## src/rtl/seq_bit_gen_if.sv

```systemverilog
// -----------------------------------------------------------------------------
// seq_bit_gen_if
//   Bundle of the word handshake and serial-line signals of seq_bit_gen.
//   Parameter:
//     DATA_W    width of the parallel word
//   Signals:
//     din        word to transmit              (source -> generator)
//     din_valid  din is valid                  (source -> generator)
//     din_ready  generator accepts din         (generator -> source)
//     x_out      serial bit line, MSB first    (generator -> source/detector)
//     x_valid    x_out carries a data bit      (generator -> source/detector)
//     busy       word in SHIFT or GAP          (generator -> source)
//     done       1-cycle word-complete pulse   (generator -> source)
//   Modports:
//     master  word source side
//     slave   bit generator side
// -----------------------------------------------------------------------------
interface seq_bit_gen_if #(
  parameter int DATA_W = 8
) ();
  logic [DATA_W-1:0] din;
  logic              din_valid;
  logic              din_ready;
  logic              x_out;
  logic              x_valid;
  logic              busy;
  logic              done;

  modport master (
    output din,
    output din_valid,
    input  din_ready,
    input  x_out,
    input  x_valid,
    input  busy,
    input  done
  );

  modport slave (
    input  din,
    input  din_valid,
    output din_ready,
    output x_out,
    output x_valid,
    output busy,
    output done
  );
endinterface

```

## src/rtl/seq_bit_gen.sv

```systemverilog
// -----------------------------------------------------------------------------
// seq_bit_gen
//   Serial bit-stream generator. Accepts a parallel word over a valid/ready
//   handshake and shifts it out MSB-first, one bit per clock, on x_out. After
//   each word the line is held at 0 for GAP_CYCLES idle cycles, then a
//   one-cycle done pulse is raised in the first IDLE cycle.
//   Parameters:
//     DATA_W      width of each serialized word (>= 1)
//     GAP_CYCLES  idle cycles of x_out=0 after each word (0 = no gap)
//     CNT_W       width of edge_cnt (only with SEQ_EDGE_CNT_EN)
//   Ports:
//     clk       clock, rising edge
//     rst_n     asynchronous active-low reset
//     bus       seq_bit_gen_if.slave: din/din_valid/din_ready handshake and
//               x_out/x_valid/busy/done (all registered except din_ready)
//     edge_cnt  saturating count of 1->0 transitions on x_out
//               (only with SEQ_EDGE_CNT_EN)
//   Configuration macro:
//     SEQ_EDGE_CNT_EN  when defined, adds the edge_cnt port and its counter.
// -----------------------------------------------------------------------------
module seq_bit_gen #(
  parameter int DATA_W     = 8,
  parameter int GAP_CYCLES = 1
`ifdef SEQ_EDGE_CNT_EN
  ,
  parameter int CNT_W      = 16
`endif
) (
  input  logic               clk,
  input  logic               rst_n,
  seq_bit_gen_if.slave       bus
`ifdef SEQ_EDGE_CNT_EN
  ,
  output logic [CNT_W-1:0]   edge_cnt
`endif
);

  typedef enum logic [1:0] {
    ST_IDLE  = 2'd0,
    ST_SHIFT = 2'd1,
    ST_GAP   = 2'd2
  } state_t;

  localparam int BC_W = $clog2(DATA_W + 1);
  localparam int GC_W = (GAP_CYCLES > 1) ? $clog2(GAP_CYCLES) : 1;
  localparam logic [BC_W-1:0] BIT_LAST = BC_W'(DATA_W - 1);
  localparam logic [GC_W-1:0] GAP_LAST = GC_W'((GAP_CYCLES > 0) ? (GAP_CYCLES - 1) : 0);
  localparam logic            HAS_GAP  = (GAP_CYCLES > 0);

  state_t            state_r,   state_s;
  logic [DATA_W-1:0] sreg_r,    sreg_s;
  logic [BC_W-1:0]   bit_cnt_r, bit_cnt_s;
  logic [GC_W-1:0]   gap_cnt_r, gap_cnt_s;
  logic              x_out_r,   x_out_s;
  logic              x_valid_r, x_valid_s;
  logic              busy_r,    busy_s;
  logic              done_r,    done_s;

  assign bus.din_ready = (state_r == ST_IDLE);
  assign bus.x_out     = x_out_r;
  assign bus.x_valid   = x_valid_r;
  assign bus.busy      = busy_r;
  assign bus.done      = done_r;

  // Next-state and next-output logic. Outputs default to the idle values
  // (line low, not valid, not busy, no done) and each state overrides them.
  // sreg holds the bits still to be sent, left-aligned; the bit going out
  // next is always its MSB, so x_out is loaded one cycle ahead from there.
  always_comb begin
    state_s   = state_r;
    sreg_s    = sreg_r;
    bit_cnt_s = bit_cnt_r;
    gap_cnt_s = gap_cnt_r;
    x_out_s   = 1'b0;
    x_valid_s = 1'b0;
    busy_s    = 1'b0;
    done_s    = 1'b0;
    case (state_r)
      ST_IDLE: begin
        if (bus.din_valid) begin
          state_s   = ST_SHIFT;
          x_out_s   = bus.din[DATA_W-1];
          sreg_s    = bus.din << 1'b1;
          bit_cnt_s = '0;
          x_valid_s = 1'b1;
          busy_s    = 1'b1;
        end else begin
          state_s   = ST_IDLE;
        end
      end
      ST_SHIFT: begin
        if (bit_cnt_r == BIT_LAST) begin
          // Last bit is on the line this cycle; leave SHIFT next edge.
          if (HAS_GAP) begin
            state_s   = ST_GAP;
            gap_cnt_s = '0;
            busy_s    = 1'b1;
          end else begin
            state_s   = ST_IDLE;
            done_s    = 1'b1;
          end
        end else begin
          bit_cnt_s = bit_cnt_r + 1'b1;
          x_out_s   = sreg_r[DATA_W-1];
          sreg_s    = sreg_r << 1'b1;
          x_valid_s = 1'b1;
          busy_s    = 1'b1;
        end
      end
      ST_GAP: begin
        if (gap_cnt_r == GAP_LAST) begin
          state_s   = ST_IDLE;
          done_s    = 1'b1;
        end else begin
          gap_cnt_s = gap_cnt_r + 1'b1;
          busy_s    = 1'b1;
        end
      end
      default: begin
        state_s = ST_IDLE;
      end
    endcase
  end

  // State, datapath and registered output flops.
  always_ff @(posedge clk or negedge rst_n) begin
    if (!rst_n) begin
      state_r   <= ST_IDLE;
      sreg_r    <= '0;
      bit_cnt_r <= '0;
      gap_cnt_r <= '0;
      x_out_r   <= 1'b0;
      x_valid_r <= 1'b0;
      busy_r    <= 1'b0;
      done_r    <= 1'b0;
    end else begin
      state_r   <= state_s;
      sreg_r    <= sreg_s;
      bit_cnt_r <= bit_cnt_s;
      gap_cnt_r <= gap_cnt_s;
      x_out_r   <= x_out_s;
      x_valid_r <= x_valid_s;
      busy_r    <= busy_s;
      done_r    <= done_s;
    end
  end

`ifdef SEQ_EDGE_CNT_EN
  logic             x_prev_r;
  logic [CNT_W-1:0] edge_cnt_r;

  // Falling-edge counter on x_out: compares the registered line with its
  // previous value and saturates at all-ones instead of wrapping.
  always_ff @(posedge clk or negedge rst_n) begin
    if (!rst_n) begin
      x_prev_r   <= 1'b0;
      edge_cnt_r <= '0;
    end else begin
      x_prev_r <= x_out_r;
      if (x_prev_r && !x_out_r && (edge_cnt_r != {CNT_W{1'b1}})) begin
        edge_cnt_r <= edge_cnt_r + 1'b1;
      end
    end
  end

  assign edge_cnt = edge_cnt_r;
`endif

endmodule

```

## src/flat_wrapper.sv

```systemverilog
// flat-port wrapper written by rule: the top's interface ports become plain ports
module seq_bit_gen_flat 
#(
  parameter int DATA_W     = 8,
  parameter int GAP_CYCLES = 1

)
  (clk, rst_n, bus_din, bus_din_valid, bus_din_ready, bus_x_out, bus_x_valid, bus_busy, bus_done);
  seq_bit_gen_if #(.DATA_W(DATA_W)) bus_i ();
  input  logic clk;
  input  logic rst_n;
  input wire logic [$bits(bus_i.din)-1:0] bus_din;
  input wire logic [$bits(bus_i.din_valid)-1:0] bus_din_valid;
  output wire logic [$bits(bus_i.din_ready)-1:0] bus_din_ready;
  output wire logic [$bits(bus_i.x_out)-1:0] bus_x_out;
  output wire logic [$bits(bus_i.x_valid)-1:0] bus_x_valid;
  output wire logic [$bits(bus_i.busy)-1:0] bus_busy;
  output wire logic [$bits(bus_i.done)-1:0] bus_done;
  assign bus_i.din = bus_din;
  assign bus_i.din_valid = bus_din_valid;
  assign bus_din_ready = bus_i.din_ready;
  assign bus_x_out = bus_i.x_out;
  assign bus_x_valid = bus_i.x_valid;
  assign bus_busy = bus_i.busy;
  assign bus_done = bus_i.done;
  seq_bit_gen #(.DATA_W(DATA_W), .GAP_CYCLES(GAP_CYCLES)) u_core (.clk(clk), .rst_n(rst_n), .bus(bus_i));
endmodule
```

## config.mk

```make
export PLATFORM = sky130hd
export DESIGN_NAME = seq_bit_gen_flat
export DESIGN_NICKNAME = d
export VERILOG_FILES = /design/src/rtl/seq_bit_gen_if.sv /design/src/rtl/seq_bit_gen.sv /design/src/flat_wrapper.sv
export SDC_FILE = /design/constraint.sdc
export NUM_CORES = 1
export LEC_CHECK = 0
export ABC_AREA = 1
export ABC_CLOCK_PERIOD_IN_PS = 2000
export CORE_MARGIN = 8
export CORE_UTILIZATION = 26
export DETAILED_ROUTE_END_ITERATION = 16
export PLACE_DENSITY = 0.57
export SLEW_MARGIN = 10
export SYNTH_ARGS = -nofsm -noshare
export SYNTH_HDL_FRONTEND = slang
export SYNTH_SLANG_ARGS = --single-unit
```

## constraint.sdc

```tcl
create_clock -name clk -period 2 [get_ports clk]
set_input_delay 0.4 -clock clk [delete_from_list [all_inputs] [get_ports clk]]
set_output_delay 0.4 -clock clk [all_outputs]
set_load 0.01 [all_outputs]
```

==> results_dict.tcl <==
set metrics [dict create \
    outcome "finished clean" \
    holdWs_ps 433 \
    dpl.cell_count 132 \
    synth_largest_area_cell "dfrtp_1" \
    synth.top_cell.area_share_pct 55.2 \
    yosys-top-cells-area "dfrtp_1 55%, nand2_1 13%, nand3_1 4.5%" \
    async_flop_share_pct 100 \
    critical_path_class "register to primary output" \
    p_leak_nw 0.467 \
    p_switching_mw 0.591 \
    gr-total-overflow 0 \
    finalMaxSlewViolations 0 \
    fmaxAchievable_mhz 525 \
    synth-edff-count 0 \
    synth_seq_cells 17 \
    syn2layout_area_growth_pct 26.1 \
    die_area_um2 4960 \
    end_kind "primary output" \
    hpwl_um 1170 \
    h-tree-depth 1 \
    cts_setup_buffers 0 \
    grt_usage_pct 7.15 \
    synthTopCellsByCount "27 x nand2_1, 17 x dfrtp_1, 8 x inv_1" \
    setup_tns_ps 0 \
    yosys_warnings 0 \
    drt_iter0_drc 10 \
    crit_arrival_ps 1500 \
    rsz0062_at_grt "false" \
    seqCellArea_um2 425 \
    vias 599 \
    slew_headroom_pct 72.7 \
    grt_pass1_vias 702 \
    holdBufCountCts 0 \
    n_antenna_cell 0 \
    min_period_over_period_pct 95.2 \
    p_int_mw 0.835 \
    clkLatencyLatePin_ps 280 \
    tightest_slew_ps 408 \
    post_cts_resized 0 \
    timing_hold_violations_final 0 \
    grt_antenna_before_repair 0 \
    cts_inserted_buffers 3 \
    io_pins 16 \
    sequentialPowerShare_pct 39.8 \
    combPwrFrac_pct 47.7 \
    worstSetupStartpointType "register" \
    initial_utilization_pct 27.7 \
    multi_input_area_um2 285 \
    peakVddDrop_uv 571 \
    crit_fanout 4 \
    core-area_um2 2780 \
    finalSetupViolations 0 \
    layout_min_cycle_time_ps 1900 \
    avgRoutedWirePerCell_um 11.4 \
    yosys_most_used_dff "dfrtp_1" \
    grt_first_pass_wirelength_um 2920 \
    io_buffers 15 \
    p_sw_share_pct 41.5 \
    num-fill-cells 292 \
    die_h_um 70.4 \
    vias_per_cell 4.40 \
    crit_required_ps 1600 \
    cts-root-buf "clkbuf_4" \
    fp.dieW_um 70.4 \
    fin_nets 118 \
    ys_seq_area_share_pct 55.2 \
    clkPwrFrac_pct 12.5 \
    synth.avg_cell_area_um2 8.86 \
    syn_inst 87 \
    wl_um 1550 \
    row_count 19 \
    p_per_area_nw_per_um2 1470 \
    post-route-drc-count 0 \
    drtPass1Iterations 2 \
    finClkSkew_ps 1.43 \
    synth_area_um2 771 \
    syn-num-nets 99 \
    final_cells 136 \
    hp-class "input pin to asynchronous set/reset pin" \
    clkTransAtPathRegs_ps 100 \
    p_total_mw 1.43 \
    grt_max_degree 18 \
    drive_above_1_share_pct 13.3 \
    cts_sinks 17 \
    max-cap-violations 0 \
    gp_congestion 0.780 \
    antenna_left 0 \
    cts_tree "done" \
    clockBufferDepth 2 \
    synthDistinctLibCells 18 \
    synthMostInstantiatedCell "nand2_1" \
]
==> kinds of logic after synthesis <==
logic type	Yosys count	share of synthesized area, %
and+or+nand+nor	44	25.8
DFF	17	55.2
AOI/OAI and AO/OA	12	8.28
buffers and inverters	12	7.79
muxes	1	1.30
adders and majority gates	1	1.62
==> critical path: stages, from the launching register on <==
cell,delay (ps)
dfrtp_1,440
nor2_2,210
clkdlybuf4s50_1,570
==> state kept, by name, summed over array words and instances (netlist names) <==
name	flops
u_core.sreg_r	7
u_core.bus.busy	1
u_core.bit_cnt_r	4
u_core.bus.x_valid	1
u_core.bus.x_out	1
u_core.state_r	2
u_core.bus.done	1
==> routing by layer <==
| metal | vias to the layer above | track usage (%) | wire length [um] | share of wire (%) |
|---|---|---|---|---|
| li1 | 309 | - | - | - |
| met1 | 274 | 7.17 | 686 | 44 |
| met2 | 12 | 12.4 | 772 | 50 |
| met3 | 4 | 2.26 | 71 | 4.6 |
| met4 | 0 | 4.69 | 22 | 1.4 |
| met5 | - | 0 | 0 | 0 |
==> per-stage QoR <==
stage | worst slack, ps | utilization [%] | instance area (um^2)
finish | 95.9 | 35.0 | 972
global route | 6.01 | 35.0 | 972
CTS | 76.7 | 35.0 | 972
detailed placement | 414 | 34.0 | 945
global placement | 449 | 34.0 | 945
floorplan | 777 | - | 771
==> placed cells by master, fill, tap and decap left out, drive strengths merged <==
master and count:
mux2i 1, clkdlybuf4s50 15, nand2 30, dfrtp 17
inv 10, nand3 7, clkinv 1, ha 1
buf 1, o21ai 12, nor2 6, or2 1
clkbuf 3
==> final cells by class <==
| type | count | area share, % |
|---|---|---|
| inverter | 10 | 3.86 |
| multi-input combinational | 58 | 29.3 |
| tap | 31 | 3.99 |
| clock inverter | 1 | 0.515 |
| clock buffer | 3 | 2.32 |
| sequential | 17 | 43.8 |
| timing repair buffer | 16 | 16.2 |
==> power groups by stage <==
stage,Clock (mW),Sequential (mW),Combinational [mW]
5_1_grt,0.204,0.588,0.795
3_3_place_gp,0,0.566,0.664
6_report,0.179,0.567,0.680
2_1_floorplan,0,0.572,0.519
4_1_cts,0.192,0.567,0.692
3_5_place_dp,0,0.572,0.688
==> worst paths after layout <==
| kind | startpoint | end | slack [ps] | cells after the start |
|---|---|---|---|---|
| max in group asynchronous | rst_n | u_core.sreg_r[6] | 1380 | 2 |
| min reg2reg | u_core.sreg_r[1] | u_core.sreg_r[1] | 480 | 2 |
| max | u_core.state_r[0] | bus_din_ready | 100 | 2 |
| min | rst_n | u_core.bus.x_valid | 430 | 2 |
| min in group clk | u_core.sreg_r[1] | u_core.sreg_r[1] | 480 | 2 |
| max reg2reg | u_core.bit_cnt_r[0] | u_core.bit_cnt_r[3] | 610 | 7 |
No activity file was read; power rests on OpenSTA's default activity.
